## src/rtl/gerador_ticks_if.sv

```systemverilog
// gerador_ticks_if: divisor-write channel into the tick generator.
//   cfg_valid  master->slave  write request
//   cfg_ch     master->slave  target channel index (CH_W bits)
//   cfg_div    master->slave  new divisor (WIDTH bits)
//   cfg_ready  slave->master  write can be accepted this cycle
interface gerador_ticks_if #(
    parameter int WIDTH = 26,
    parameter int CH_W  = 2
);
    logic             cfg_valid;
    logic [CH_W-1:0]  cfg_ch;
    logic [WIDTH-1:0] cfg_div;
    logic             cfg_ready;

    modport master (
        output cfg_valid,
        output cfg_ch,
        output cfg_div,
        input  cfg_ready
    );

    modport slave (
        input  cfg_valid,
        input  cfg_ch,
        input  cfg_div,
        output cfg_ready
    );
endinterface

```

## src/rtl/gerador_ticks.sv

```systemverilog
// gerador_ticks: synchronous tick generator. N_CH channels each emit a
// one-cycle enable pulse every D enabled cycles (D programmable at runtime),
// a 50% square wave toggling on each tick, and a scan counter advanced by
// the tick of channel SCAN_CH.
//
// Ports:
//   clock   system clock, rising edge
//   reset   synchronous active-high reset
//   enable  global run; low freezes counters and squares, forces tick low
//   cfg     divisor write channel (gerador_ticks_if.slave)
//   tick    per-channel one-cycle pulse
//   square  per-channel square output
//   scan    wrap-around display scan counter
//
// Optional feature: define TICK_RELOAD_IMMEDIATE_EN to apply a pending
// divisor on the edge after acceptance (cnt and tick cleared, no terminal
// tick). Without it, a pending divisor is applied at the target channel's
// terminal count so the output phase never glitches.
module gerador_ticks #(
    parameter int WIDTH       = 26,
    parameter int N_CH        = 3,
    parameter int DEFAULT_DIV = 50_000_000,
    parameter int SCAN_BITS   = 2,
    parameter int SCAN_CH     = 2,
    parameter int CH_W        = (N_CH > 1) ? $clog2(N_CH) : 1
) (
    input  logic                 clock,
    input  logic                 reset,
    input  logic                 enable,
    gerador_ticks_if.slave       cfg,
    output logic [N_CH-1:0]      tick,
    output logic [N_CH-1:0]      square,
    output logic [SCAN_BITS-1:0] scan
);

    localparam logic [WIDTH-1:0] ZERO_C = {WIDTH{1'b0}};
    localparam logic [WIDTH-1:0] ONE_C  = WIDTH'(1'b1);

    logic [WIDTH-1:0]     div_r [N_CH];
    logic [WIDTH-1:0]     cnt_r [N_CH];
    logic [N_CH-1:0]      tick_r;
    logic [N_CH-1:0]      square_r;
    logic [SCAN_BITS-1:0] scan_r;
    logic                 pend_r;
    logic [CH_W-1:0]      pend_ch_r;
    logic [WIDTH-1:0]     pend_div_r;

    logic [N_CH-1:0]      term_s;
    logic [N_CH-1:0]      apply_s;
    logic                 accept_s;
    logic                 ch_ok_s;

    // Terminal-count and pending-apply decode per channel, plus write acceptance.
    always_comb begin
        term_s  = {N_CH{1'b0}};
        apply_s = {N_CH{1'b0}};
        for (int i = 0; i < N_CH; i++) begin
            term_s[i] = enable && (div_r[i] != ZERO_C) && (cnt_r[i] == (div_r[i] - ONE_C));
`ifdef TICK_RELOAD_IMMEDIATE_EN
            apply_s[i] = pend_r && (pend_ch_r == CH_W'(i));
`else
            // A disabled channel (D=0) never reaches terminal count, so it
            // takes the new divisor on the very next edge instead.
            apply_s[i] = pend_r && (pend_ch_r == CH_W'(i)) &&
                         ((div_r[i] == ZERO_C) || term_s[i]);
`endif
        end
        accept_s = cfg.cfg_valid && !pend_r;
        ch_ok_s  = (32'(cfg.cfg_ch) < 32'(N_CH));
    end

    // Channel counters, outputs, scan counter and the single pending slot.
    always_ff @(posedge clock) begin
        if (reset) begin
            for (int i = 0; i < N_CH; i++) begin
                div_r[i] <= WIDTH'(DEFAULT_DIV);
                cnt_r[i] <= ZERO_C;
            end
            tick_r     <= {N_CH{1'b0}};
            square_r   <= {N_CH{1'b0}};
            scan_r     <= {SCAN_BITS{1'b0}};
            pend_r     <= 1'b0;
            pend_ch_r  <= {CH_W{1'b0}};
            pend_div_r <= ZERO_C;
        end else begin
            // Apply and accept are mutually exclusive: accept needs pend low.
            if (|apply_s) begin
                pend_r <= 1'b0;
            end else if (accept_s && ch_ok_s) begin
                pend_r     <= 1'b1;
                pend_ch_r  <= cfg.cfg_ch;
                pend_div_r <= cfg.cfg_div;
            end else begin
                pend_r <= pend_r;
            end

            for (int i = 0; i < N_CH; i++) begin
`ifdef TICK_RELOAD_IMMEDIATE_EN
                if (apply_s[i]) begin
                    div_r[i]  <= pend_div_r;
                    cnt_r[i]  <= ZERO_C;
                    tick_r[i] <= 1'b0;
                end else
`endif
                if (div_r[i] == ZERO_C) begin
                    cnt_r[i]  <= ZERO_C;
                    tick_r[i] <= 1'b0;
                    if (apply_s[i]) begin
                        div_r[i] <= pend_div_r;
                    end
                end else if (!enable) begin
                    tick_r[i] <= 1'b0;
                end else if (term_s[i]) begin
                    // Terminal tick is still emitted on an apply edge.
                    cnt_r[i]    <= ZERO_C;
                    tick_r[i]   <= 1'b1;
                    square_r[i] <= ~square_r[i];
                    if (apply_s[i]) begin
                        div_r[i] <= pend_div_r;
                    end
                end else begin
                    cnt_r[i]  <= cnt_r[i] + ONE_C;
                    tick_r[i] <= 1'b0;
                end
            end

            if (tick_r[SCAN_CH]) begin
                scan_r <= scan_r + SCAN_BITS'(1'b1);
            end else begin
                scan_r <= scan_r;
            end
        end
    end

    assign tick          = tick_r;
    assign square        = square_r;
    assign scan          = scan_r;
    assign cfg.cfg_ready = ~pend_r;

endmodule

```

## src/flat_wrapper.sv

```systemverilog
// flat-port wrapper written by rule: the top's interface ports become plain ports
module gerador_ticks_flat 
#(
    parameter int WIDTH       = 26,
    parameter int N_CH        = 3,
    parameter int DEFAULT_DIV = 50_000_000,
    parameter int SCAN_BITS   = 2,
    parameter int SCAN_CH     = 2,
    parameter int CH_W        = (N_CH > 1) ? $clog2(N_CH) : 1
)
  (clock, reset, enable, tick, square, scan, cfg_cfg_valid, cfg_cfg_ch, cfg_cfg_div, cfg_cfg_ready);
  gerador_ticks_if #(.WIDTH(WIDTH), .CH_W(CH_W)) cfg_i ();
  input  logic clock;
  input  logic reset;
  input  logic enable;
  output logic [N_CH-1:0] tick;
  output logic [N_CH-1:0] square;
  output logic [SCAN_BITS-1:0] scan;
  input wire logic [$bits(cfg_i.cfg_valid)-1:0] cfg_cfg_valid;
  input wire logic [$bits(cfg_i.cfg_ch)-1:0] cfg_cfg_ch;
  input wire logic [$bits(cfg_i.cfg_div)-1:0] cfg_cfg_div;
  output wire logic [$bits(cfg_i.cfg_ready)-1:0] cfg_cfg_ready;
  assign cfg_i.cfg_valid = cfg_cfg_valid;
  assign cfg_i.cfg_ch = cfg_cfg_ch;
  assign cfg_i.cfg_div = cfg_cfg_div;
  assign cfg_cfg_ready = cfg_i.cfg_ready;
  gerador_ticks #(.WIDTH(WIDTH), .N_CH(N_CH), .DEFAULT_DIV(DEFAULT_DIV), .SCAN_BITS(SCAN_BITS), .SCAN_CH(SCAN_CH), .CH_W(CH_W)) u_core (.clock(clock), .reset(reset), .enable(enable), .cfg(cfg_i), .tick(tick), .square(square), .scan(scan));
endmodule
```

## config.mk

```make
export PLATFORM = sky130hd
export DESIGN_NAME = gerador_ticks_flat
export DESIGN_NICKNAME = d
export VERILOG_FILES = /design/src/rtl/gerador_ticks_if.sv /design/src/rtl/gerador_ticks.sv /design/src/flat_wrapper.sv
export SDC_FILE = /design/constraint.sdc
export NUM_CORES = 1
export LEC_CHECK = 0
export CAP_MARGIN = 20
export CORE_ASPECT_RATIO = 0.7
export CORE_UTILIZATION = 58
export CTS_BUF_LIST = sky130_fd_sc_hd__clkbuf_4
export DETAILED_ROUTE_END_ITERATION = 8
export GPL_TIMING_DRIVEN = 1
export HOLD_SLACK_MARGIN = 0.15
export MAX_ROUTING_LAYER = met4
export PLACE_DENSITY = 0.76
export SLEW_MARGIN = 40
export SYNTH_ARGS = -nofsm -noshare
export SYNTH_HDL_FRONTEND = slang
export SYNTH_SLANG_ARGS = --single-unit
```

## constraint.sdc

```tcl
create_clock -name clock -period 4.08 [get_ports clock]
set_input_delay 0.816 -clock clock [delete_from_list [all_inputs] [get_ports clock]]
set_output_delay 0.816 -clock clock [all_outputs]
set_load 0.005 [all_outputs]
```

==> run metrics, run 1 <==
final-layout fill cell count 1469; Worst-Skew Late Latency 0.60 ns; RR Startpoint u_core.div_r[1][1]; drt via density 6.16; vias 9028; Worst-Margin Slew 0.773 ns; final hold viol count 0; grt total ovfl 0; CTS tree built; Post-DP HPWL 21200 um; die width 168 um; hold-critical path depth 2; Reg2Reg Depth 9; FF-to-FF setup slack 0.16 ns; core box area 18900 sq um; Seq/Total Area, Yosys 48.5%; DRC 0; area share of fa/ha/maj cells after synthesis 0.895%; Final setup viols 0; PortBufs 40; leakage 4.13 nW; Setup crit end kind flip-flop; CP dominant cell by count or4_1; setup tns final 0 ns; delay-heaviest family, CP simple AND/OR/NAND/NOR gates; CTS root buffer clkbuf_4; syn_area_per_cell 9.90 sq um; Site Rows 42; delay of the slowest critical-path stage 0.61 ns; hold_sp u_core.pend_ch_r[1]; Hold Crit Class flip-flop to flip-flop; drt first pass iters 5; register bit total from synthesis 193; largest family of logic cells by synthesized area simple AND/OR/NAND/NOR gates; H-tree levels 4; Synth Area in Simple Gates 26.4%; Post-synth EDFFs 156; die height 118 um; Max Freq 255 MHz; io pins 41; Inserted Clock Buffers 17; Cell Pwr Density 302 nW/um^2; area grow syn2layout 12.5%; Antenna Nets Post-Route 0; crit path max fanout 26; Total GRT Usage 30.5%; Post-Synth XOR/XNOR Area 13.2%; post-synthesis mux area share 1.39%; Worst setup SP type flip-flop; fin crit share 96.2%; Post-Syn Area 11200 sq um; Worst path slowest cell or4_1; die area 19800 sq um; share of layout cells above drive strength 1 10.2%; Gate Count Post-Synth 1130; Clock Sink Count 193; VDD IR max 0.211 mV; RSZ-0062 raised after global routing no; area of the multi-input gates 5500 sq um; Synthesized Nets 1170; run status completed; Async S/R FF share, synth 0%; Worst Hold Slack 0.476 ns; initial antenna violation count 1; CTS Hold Buffers Added 0; Reg area 5430 sq um; Initial DRC Count 1260; largest net degree at the start of global routing 51; Layout Nets 1249; headroom to the max-slew limit 48.0%; drt wl/cell 19.4 um; fin worst setup slack 0.156 ns; worst slack, placed 0.113 ns; Cell variety after synth 75; Yosys warnings 0; Initial Util 59.3%; Worst EP required 4.38 ns; Critical Path AT 4.22 ns; critical path cell sequence or4_1 > or3_4 > or4_1 > a22oi_1 > nand4_1 > or4_1 > o21ai_0 > a41o_1 > buf_12; terminus of the critical flop-to-flop path u_core.div_r[1][2]; Max Cap Viol 0; final wirelength 28400 um; post-synthesis compound-gate area fraction 6.85%; buffer levels on the longest clock path 2; global placement routability congestion 0.975; Final min period 3.92 ns; Post-synth top flop edfxtp_1; hold path endpoint u_core.pend_ch_r[1]; vias in the first global route 8230; Max Slew Vio Count 0; Crit Path Class flip-flop to flip-flop; first-pass GRT wire length 45100 um; Buf/Inv on CP 1; Clk pin slew, worst setup/hold paths 0.16 ns; Fin Clk Skew 0.0313 ns
==> layout by cell type (no fill, tap or decap), drive strengths merged, types with 5 or more instances in the layout <==
master	count
and4	5
clkdlybuf4s50	39
a31oi	5
nor4	28
a21oi	44
buf	70
nor4b	5
clkbuf	20
or4	17
xnor2	77
nand4	36
ha	8
nand2b	6
nor3	36
edfxtp	156
dfxtp	37
nor3b	38
mux2i	11
nand2	113
and3	20
o31ai	5
xor2	92
inv	25
or3	41
nor2	141
o21ai	18
nand3	39
nor2b	14
==> metrics by stage <==
step	utilization, %	std cells	instance area (sq um)	total power, W
floorplan	-	1130	11200	0.00259
global placement	64.8	1431	12200	0.00274
detailed placement	65.0	1431	12300	0.00276
CTS	66.5	1463	12500	0.00380
global route	66.7	1465	12600	0.00393
finish	66.7	1465	12600	0.00380
==> registers in the layout, summed over array words and instances, names as in the netlist <==
| name | flops |
|---|---|
| u_core.tick | 3 |
| u_core.pend_r | 1 |
| u_core.cnt_r | 78 |
| u_core.square | 3 |
| u_core.pend_ch_r | 2 |
| u_core.scan | 2 |
| u_core.div_r | 78 |
| u_core.pend_div_r | 26 |
==> report_power, final <==
group / internal (W) / switching (W) / total [W]
combinational: 0.000177 / 0.000222 / 0.000399
sequential: 0.00221 / 0.000114 / 0.00232
clock: 0.000389 / 0.000689 / 0.00108
==> tightest hold or removal path, stage by stage, from the launching register on <==
cell and delay (ns):
dfxtp_1 0.34, nand2_1 0.05, a21oi_1 0.06
==> worst max path at each step <==
stage,start,depth (start not counted),to
after floorplan,u_core.div_r[1][0],8,u_core.div_r[1][0]
after global placement,u_core.div_r[0][5],9,u_core.div_r[2][3]
after detailed placement,u_core.div_r[1][1],10,u_core.div_r[0][17]
after CTS,u_core.div_r[1][1],10,u_core.div_r[1][21]
after global routing,u_core.div_r[1][1],9,u_core.div_r[1][3]
final,u_core.div_r[1][1],9,u_core.div_r[1][2]
==> cell families after synthesis <==
family | after synthesis
AO/OA/AOI/OAI | 115
XOR/XNOR | 169
adder cells (fa/ha/maj) | 8
buffers and inverters | 70
flip-flops | 193
multiplexers | 15
AND/OR/NAND/NOR | 560
==> timing repair <==
| action | 4_1_cts | 5_1_grt |
|---|---|---|
| gates resized for setup | 0 | 3 |
| setup buffers | 0 | 1 |
| setup endpoints to repair | 0 | 71 |
==> final cells by class <==
type                    count  area share (%)
well taps                 242            2.41
diodes                      1          0.0199
inverters                  21           0.627
clock buffers              20            1.19
clock inverters            12            1.06
multi-input cells         867            43.7
flip-flops and latches    193            43.1
repair buffers            109            7.86
==> cell usage after synthesis, drive strengths merged, types with 11 or more instances <==
cell type	count	share of area (%)
nand4	36	2.0
a21oi	44	2.0
nand2	113	3.8
mux2i	11	0.98
buf	11	0.70
nor2	141	4.7
clkbuf	38	1.3
and3	20	1.1
xor2	92	7.2
nor3b	38	2.6
or4	17	1.2
dfxtp	37	6.6
nor4	28	1.8
nor3	36	1.6
nand3	39	1.8
or3	41	2.3
edfxtp	156	42
nor2b	14	0.78
inv	21	0.70
xnor2	77	6.0
o21ai	18	0.81
==> metal layers <==
metal / share of wire, % / global-route usage (%) / up-vias
met4: 1.4 / 6.88 / 0
met3: 10 / 8.51 / 36
met1: 46 / 44.8 / 4353
met2: 42 / 41.8 / 372
li1: - / - / 4267
met5: 0 / - / -
Note: power is estimated with default switching activity, not from simulation.
==> run 2: changes to the inputs <==
Settings changed: CORE_UTILIZATION 58 to 40, PLACE_DENSITY 0.76 to 0.55, SLEW_MARGIN 40 to 15.
==> run 2 against run 1 <==
Critical path depth unchanged. Sequential power is essentially flat. Cell count up 9.6%. Global-route usage down 8.0 points. Register-to-register slack worse by 0.03 ns. Wire length is 7.9% higher. Sequential share of layout area decreased by 1.2 points. Final area grew 2.8%. Clock power is essentially flat. First-iteration DRC count is 47% lower.
==> run metrics, run 2 (synthesized netlist as in run 1, its figures left out) <==
DRC 0; fin crit share 97.0%; run status completed; Initial Util 41.3%; top flop regs u_core.cnt_r x78, u_core.div_r x78, u_core.pend_div_r x26; vias 8826; CP dominant cell by count or4_1; buffer levels on the longest clock path 2; CTS root buffer clkbuf_4; Post-DP HPWL 23000 um; critical path cell sequence or4_1 > or3_4 > or4_1 > a22oi_1 > nand4_1 > or4_4 > o21ai_0 > a41o_1 > buf_12; Clock Sink Count 193; met2 WL 12000 um; Total GRT Usage 22.6%; final hold viol count 0; global placement routability congestion 0.941; most frequent cells in the layout edfxtp_1, nor2_1, nand2_1; final-layout fill cell count 2580; drt wl/cell 19.1 um; Final setup viols 0; die area 28600 sq um; Worst-Margin Slew 0.760 ns; RSZ-0062 raised after global routing no; max layer used met4; CTS tree built; share of layout cells above drive strength 1 12.6%; final wirelength 30700 um; Worst path slowest cell or4_1; Worst-Skew Late Latency 0.64 ns; Crit Path Class flip-flop to flip-flop; commonest non-fill, non-tap cell in the layout edfxtp_1; Final Total Pwr 0.00381 W; non-filler instance count after layout 1606; die height 142 um; largest net degree at the start of global routing 56; placed cell count 1568; leakage 4.23 nW; Max Slew Vio Count 0; Initial DRC Count 670; Hold Crit Class flip-flop to flip-flop; io pins 41; drt first pass iters 5; Site Rows 50; PortBufs 40; initial antenna violation count 1; WL met3 2120 um; CTS Hold Buffers Added 0; first-pass GRT wire length 47300 um; Setup crit end kind flip-flop; die width 202 um; VDD IR max 0.228 mV; Max Freq 253 MHz; delay of the slowest critical-path stage 0.63 ns; Inserted Clock Buffers 17; Fin Clk Skew 0.0266 ns; Layout Nets 1268; Cell Pwr Density 295 nW/um^2; H-tree levels 4; Clk pin slew, worst setup/hold paths 0.17 ns; drt via density 5.50; Antenna Nets Post-Route 0; crit path max fanout 26; grt total ovfl 0; Final min period 3.96 ns; Max Cap Viol 0; core box area 27100 sq um; area grow syn2layout 15.6%; Worst setup SP type flip-flop; headroom to the max-slew limit 48.9%; Critical Path AT 4.30 ns; WL met1 16200 um; Worst EP required 4.43 ns; vias in the first global route 8067
-- run 2: changes by cell type in the layout (fill, tap and decap cells not counted), moves of 2 or more --
cell / previous run / this run
buf_4: 63 / 81
inv_8: 0 / 2
nor3b_1: 38 / 29
nor3b_2: 0 / 8
-- run 2: worst max-delay path, delay by kind of cell, from the launching register on --
family / cells / cell delay [ns]
compound gates: 3 / 0.58
buf+inv: 1 / 0.20
flops: 1 / 0.47
simple gates: 5 / 2.43
-- run 2: cell type report --
type	count	area (sq um)	area share, %
diodes	1	2.50	0.0194
inverters	21	78.8	0.610
flip-flops and latches	193	5430	42.0
multi-input cells	867	5560	43.0
clock inverters	12	124	0.958
clock buffers	20	150	1.16
well taps	364	455	3.52
repair buffers	128	1140	8.81
-- run 2: through the flow --
stage / hold WS, ns / cell area, sq um / util (%) / TNS (ns) / setup WS [ns]
2_1_floorplan: 0.436 / 11200 / - / 0 / 0.0470
3_3_place_gp: 0.447 / 12500 / 46.2 / -0.906 / -0.215
3_5_place_dp: 0.456 / 12500 / 46.2 / -1.06 / -0.210
4_1_cts: 0.481 / 12800 / 47.3 / -0.0000675 / -0.0000675
5_1_grt: 0.506 / 12900 / 47.7 / 0 / 0.0209
6_report: 0.483 / 12900 / 47.7 / 0 / 0.123
-- run 2: repair_timing --
item                       CTS  global route
pin swaps                    0             2
gates resized for setup      6            11
buffers inserted             0             3
setup endpoints to repair   35            70
-- run 2: where the power goes --
group	switching, W	total [W]	internal (W)
registers	0.000112	0.00232	0.00221
logic	0.000226	0.000412	0.000185
clock network	0.000736	0.00108	0.000341
-- run 2: path summary, 6_finish.rpt --
path	startpoint	to	slack, ns	depth (start not counted)
setup / recovery	u_core.div_r[1][0]	u_core.div_r[1][23]	0.12	9
hold / removal	u_core.pend_div_r[10]	u_core.pend_div_r[10]	0.48	2
setup reg to reg	u_core.div_r[1][0]	u_core.div_r[1][23]	0.12	9
hold reg to reg	u_core.pend_div_r[10]	u_core.pend_div_r[10]	0.48	2
-- run 2: layer usage --
metal	GRT usage, %	vias up
li1	-	4311
met1	34.3	4263
met2	29.0	234
met3	6.20	18
met4	4.90	0
met5	-	-
